## src/rtl/dpram_tdm.sv

```systemverilog
// Two request ports time-multiplexed onto one single-port SRAM.
// Alternating slot ownership; an idle owner's slot may be stolen.
module dpram_tdm #(
  parameter int AW = 8,
  parameter int DW = 16
) (
  input  logic          clk,
  input  logic          rst_n,
  input  logic          a_req,
  input  logic          a_we,
  input  logic [AW-1:0] a_addr,
  input  logic [DW-1:0] a_wdata,
  output logic          a_ack,
  output logic          a_rvalid,
  output logic [DW-1:0] a_rdata,
  input  logic          b_req,
  input  logic          b_we,
  input  logic [AW-1:0] b_addr,
  input  logic [DW-1:0] b_wdata,
  output logic          b_ack,
  output logic          b_rvalid,
  output logic [DW-1:0] b_rdata,
  output logic          mem_en,
  output logic          mem_we,
  output logic [AW-1:0] mem_addr,
  output logic [DW-1:0] mem_wdata,
  input  logic [DW-1:0] mem_rdata
);

  logic r_slot;
  logic r_rd_a;
  logic r_rd_b;
  logic w_a_gnt;
  logic w_b_gnt;

  // Owner wins; the other port only gets the slot when the owner is idle.
  always_comb begin
    w_a_gnt = rst_n & a_req & (~r_slot | ~b_req);
    w_b_gnt = rst_n & b_req & (r_slot | ~a_req);
  end

  always_ff @(posedge clk) begin
    if (!rst_n) begin
      r_slot <= 1'b0;
      r_rd_a <= 1'b0;
      r_rd_b <= 1'b0;
    end else begin
      r_slot <= ~r_slot;
      r_rd_a <= w_a_gnt & ~a_we;
      r_rd_b <= w_b_gnt & ~b_we;
    end
  end

  always_comb begin
    mem_en    = 1'b0;
    mem_we    = 1'b0;
    mem_addr  = '0;
    mem_wdata = '0;
    unique case (1'b1)
      w_a_gnt: begin
        mem_en    = 1'b1;
        mem_we    = a_we;
        mem_addr  = a_addr;
        mem_wdata = a_wdata;
      end
      w_b_gnt: begin
        mem_en    = 1'b1;
        mem_we    = b_we;
        mem_addr  = b_addr;
        mem_wdata = b_wdata;
      end
      default: ;
    endcase
  end

  // Reset gates the read return so a read granted just before reset dies.
  assign a_ack    = w_a_gnt;
  assign b_ack    = w_b_gnt;
  assign a_rvalid = rst_n & r_rd_a;
  assign b_rvalid = rst_n & r_rd_b;
  assign a_rdata  = {DW{a_rvalid}} & mem_rdata;
  assign b_rdata  = {DW{b_rvalid}} & mem_rdata;

endmodule

```

## config.mk

```make
export PLATFORM = sky130hd
export DESIGN_NAME = dpram_tdm
export DESIGN_NICKNAME = d
export VERILOG_FILES = /design/src/rtl/dpram_tdm.sv
export SDC_FILE = /design/constraint.sdc
export NUM_CORES = 1
export LEC_CHECK = 0
export CAP_MARGIN = 20
export CORE_UTILIZATION = 26
export CTS_BUF_LIST = sky130_fd_sc_hd__clkbuf_4 sky130_fd_sc_hd__clkbuf_8
export DETAILED_ROUTE_END_ITERATION = 8
export GPL_ROUTABILITY_DRIVEN = 0
export HOLD_SLACK_MARGIN = 0.05
export PLACE_DENSITY_LB_ADDON = 0.15
export SYNTH_ARGS = -nofsm -noshare
export SYNTH_HDL_FRONTEND = slang
export SYNTH_SLANG_ARGS = --single-unit
```

## constraint.sdc

```tcl
create_clock -name clk -period 1.15 [get_ports clk]
set_input_delay 0.23 -clock clk [delete_from_list [all_inputs] [get_ports clk]]
set_output_delay 0.23 -clock clk [all_outputs]
set_load 0.01 [all_outputs]
```

---- Word level (Yosys, flattened, before mapping) ----
Index checks and enable logic that the tools add are counted.
word-level totals
  register bits ........................... 3
  latch bits .............................. 0
  bits in writable memories ............... 0
  ROM bits ................................ 0
  input port bits ......................... 70
  word-level logic and storage cells ...... 25
  memories ................................ 0
cells by class
  add/sub/neg operators ................... 0
  $mul .................................... 0
  div/mod/pow operators ................... 0
  order comparisons ....................... 0
  equality and inequality tests ........... 0
  shift-type cells ........................ 0
  multiplexer cells ....................... 4
  bitwise operators ....................... 17
  reductions and logical operators ........ 1
operators with widths
  cell                                 number
  16-bit AND                           2
  16-bit case mux with 2 select lines  1
  8-bit case mux with 2 select lines   1
  1-bit AND                            8
  1-bit NOT                            5
  1-bit OR                             2
  1-bit case mux with 2 select lines   1
  2-bit OR reduction                   1
  1-bit 2-to-1 mux                     1

---- Logic depth before layout (Yosys ltp) ----
Gate-level depths: netlist of run 1.
  depth after elaboration ................. 5
  mapped depth ............................ 4
  gate-level depth less buffers ........... 2

---- Least setup slack after synthesis of run 1 ----
No wires, ideal clock.
  path type ............................... reg-to-output
  start ................................... register r_slot
  end ..................................... output port mem_addr[0]
  data arrival time ....................... 0.970 ns
  data required time ...................... 0.920 ns
  path slack .............................. -0.050 ns
  cell stages (with the launch flop) ...... 5
  path through ............................ dfxtp_1 -> a21bo_2 -> buf_6 -> buf_6 -> o32ai_1
on the way
  longest elaborated chain between the ends .. 4
  elaborated cells between the ends (all ways) .. 6
  classes of those cells .................. 1 x mux; 5 x bitwise
ends and longest elaborated chain
  element                                 line  source
  start: declaration                      30    logic r_slot;
  start signal: assignment                48    r_slot <= ~r_slot;
  1-bit NOT                               38    w_a_gnt = rst_n & a_req & (~r_slot | ~b_req);
  1-bit OR                                38
  1-bit AND                               38
  8-bit case mux with 2 select lines (*)  59    unique case (1'b1)
  end: declaration                        25    output logic [AW-1:0] mem_addr,
Mark *: on every way between the ends. The rest lies on a longest branch, timed or not.

---- Worst setup path after layout of run 1 ----
  start ................................... register r_slot
  end ..................................... output port mem_addr[2]
The elaborated chain is that of the path after synthesis.

==> results.py, run 1 <==
metrics = {
    "run_status": {
        "status": "finished with violations",
        "violations": "negative setup slack",
    },
    "cts": {
        "cts.clk_slew.worst_paths_ps": 30,
        "cts_made_buffers": 3,
        "ctsHoldBuffers": 0,
        "cts_max_level": 1,
        "cts_sinks": 3,
        "cts_tree": "done",
        "root_buffer": "clkbuf_8",
        "clk_latency_ps": 220,
        "cts_max_path_buffers": 2,
    },
    "floorplanning": {
        "die_w_um": 64.2,
        "rows": 22,
        "die_area_um2": 4130,
        "boundaryPins": 132,
        "design.core.area_um2": 3690,
        "dieHeight_um": 64.2,
        "start_util": 0.273,
    },
    "placement": {
        "port_buffers": 131,
        "dp_slack_ps": -997,
        "dpl.cell_count": 320,
        "hpwl_um": 3270,
        "dpl-instance-area_um2": 2480,
    },
    "synth": {
        "syn_area_per_cell_um2": 7.04,
        "synth_area_leaders": "o32ai_2, and3_1, nand2_1",
        "ys_seq_elements": 3,
        "syn_nets": 213,
        "syn_area_um2": 1010,
        "synth_cell_types": 17,
        "netlist_instances": 143,
        "synth.largest_area_cell": "o32ai_2",
        "synth_top_cell_area_share": 0.291,
        "synth-seq-area-share": 0.0596,
        "ys_warn_count": 0,
    },
    "worst_setup_path": {
        "critPathKind": "reg2out",
        "crit_path_max_incr_delay_ps": 350,
        "path_max_fanout": 10,
        "cp-end-kind": "output pin",
        "worst-endpoint-required_ps": 920,
        "crit_chain": "a21bo_4, clkbuf_16, o32ai_2, buf_2",
        "path_delay_family": "flip-flops",
        "crit_arrival_ps": 1240,
        "reg2regPathDepth": 3,
        "path_depth": 4,
        "start_kind": "register",
        "path_buf_inv": 2,
        "cp_slowest_cell": "dfxtp_4",
    },
    "pwr": {
        "pwr-share-comb": 0.677,
        "switching_share": 0.339,
        "power_frac_seq": 0.082,
        "internal-power_uw": 915,
        "power.leakage_nw": 1.32,
        "peakVddDrop_mv": 0.319,
        "p_clk_frac": 0.241,
        "p_sw_uw": 470,
        "power_mw": 1.39,
        "p_per_area_nw_per_um2": 471,
    },
    "routing": {
        "vias": 1818,
        "drt-total-wl_um": 6100,
        "post_drt_via_cell_ratio": 5.33,
        "wl_met2_um": 3400,
        "first_pass_iters": 5,
        "final_antenna_net_count": 0,
        "route.layer.met1.wl_um": 2110,
        "met3_wirelength_um": 474,
        "wire_per_inst_um": 17.9,
        "first_iter_violations": 100,
        "route.detailed.drc": 0,
        "top_layer": "met4",
    },
    "global_routing": {
        "antenna_found_initial": 1,
        "grt_pass1_vias": 1710,
        "grt_max_degree": 23,
        "overflow": 0,
        "grtUsageTotal": 0.255,
        "grt_pass1_wl_um": 8410,
    },
    "final_layout": {
        "layout-drive-gt1-share": 0.562,
        "stdcell_count": 341,
        "stdcell_area_um2": 2940,
        "synthToLayoutAreaGrowth_pct": 192,
        "utilization": 0.797,
        "fin_nets": 363,
        "fill_cells": 251,
    },
    "flow_run": {
        "cap_violations": 0,
    },
    "timing": {
        "whs_ps": 445,
        "min_period_ps": 1470,
        "rsz0062_at_grt": "true",
        "max_slew_margin": 0.866,
        "skew_ps": 1.68,
        "clock.fmax_mhz": 680,
        "tightest_slew_ps": 201,
        "finalCritPeriodShare": 1.28,
        "tns_ps": -10780,
        "setup_ws_ps": -321,
        "hold_viol": 0,
        "setup_viol": 61,
        "final-max-slew-violation-count": 0,
    },
    "worst_hold_path": {
        "holdCritPathClass": "reg2reg",
        "holdPathStages": 1,
    },
}
## metal layers
layer  vias to the layer above  global-route usage
met5                         -                   0
met2                       116               0.478
met3                        12              0.0464
li1                        828                   -
met1                       862               0.288
met4                         0              0.0750
## power by group through the flow
| stage | Clock, mW | Combinational [mW] | Sequential [mW] |
|---|---|---|---|
| after CTS | 0.338 | 0.832 | 0.115 |
| final | 0.334 | 0.938 | 0.114 |
| after floorplan | 0 | 0.325 | 0.116 |
| after global placement | 0 | 0.802 | 0.116 |
| after global routing | 0.354 | 0.993 | 0.116 |
| after detailed placement | 0 | 0.812 | 0.116 |
## final timing paths
kind              startpoint     endpoint  slack (ps)
setup / recovery      r_slot  mem_addr[2]        -320
hold / removal        r_slot       r_slot         450
setup reg to reg      r_slot       r_rd_a         190
hold reg to reg       r_slot       r_slot         450
## state kept, by name, summed over array words and instances (netlist names)
| signal | count |
|---|---|
| r_rd_a | 1 |
| r_rd_b | 1 |
| r_slot | 1 |
## synth_stat cells, drive strengths merged
library cell / count
dfxtp: 3
inv: 2
nor3: 2
and3: 32
nor2: 5
clkbuf: 5
a21bo: 1
buf: 14
o32ai: 25
nand2: 51
and2: 2
nor2b: 1
## cells in the final DEF (no fill, tap or decap), types with 4 or more instances in the layout
master and count:
and3_4 29, o32ai_4 4, buf_2 29, dlygate4sd2_1 16, buf_6 48, buf_12 7
nand2_1 51, clkdlybuf4s50_1 50, buf_4 7, o32ai_2 20
## kinds of logic after synthesis
group           count (synthesis)  synth area share
simple gates                   93             0.436
compound gates                 26             0.361
buf+inv                        21             0.143
flops                           3            0.0596
## timing repair
item,in CTS,in global routing
resized for setup,324,51
cloned,5,2
pin swaps,30,11
setup endpoints to repair,62,62
buffers inserted,11,0
## cell type report
class                   instances  area (um2)  share of cell area
inverters                       2        7.51             0.00255
repair buffers                164        1680               0.572
multi-input cells             119        1070               0.364
clock buffers                   4        48.8              0.0166
flip-flops and latches          3        71.3              0.0242
well taps                      48        60.1              0.0204
diodes                          1        2.50            0.000851
Power figures use the tool's default switching activity.
==> inputs of run 2 (changes only) <==
--- a/config.mk
+++ b/config.mk
@@ -8,6 +8,7 @@
 export CAP_MARGIN = 20
 export CORE_UTILIZATION = 26
 export CTS_BUF_LIST = sky130_fd_sc_hd__clkbuf_4 sky130_fd_sc_hd__clkbuf_8
+export CTS_CLUSTER_SIZE = 40
 export DETAILED_ROUTE_END_ITERATION = 8
 export GPL_ROUTABILITY_DRIVEN = 0
 export HOLD_SLACK_MARGIN = 0.05
==> results of run 2 <==
No change in the layout: final DEF, timing and power equal those of run 1.
==> inputs of run 3 (changes only) <==
--- a/config.mk
+++ b/config.mk
@@ -11,7 +11,7 @@
 export CTS_CLUSTER_SIZE = 40
 export DETAILED_ROUTE_END_ITERATION = 8
 export GPL_ROUTABILITY_DRIVEN = 0
-export HOLD_SLACK_MARGIN = 0.05
+export HOLD_SLACK_MARGIN = 0.1
 export PLACE_DENSITY_LB_ADDON = 0.15
 export SYNTH_ARGS = -nofsm -noshare
 export SYNTH_HDL_FRONTEND = slang
==> results of run 3 <==
No change in the layout: final DEF, timing and power equal those of run 1.
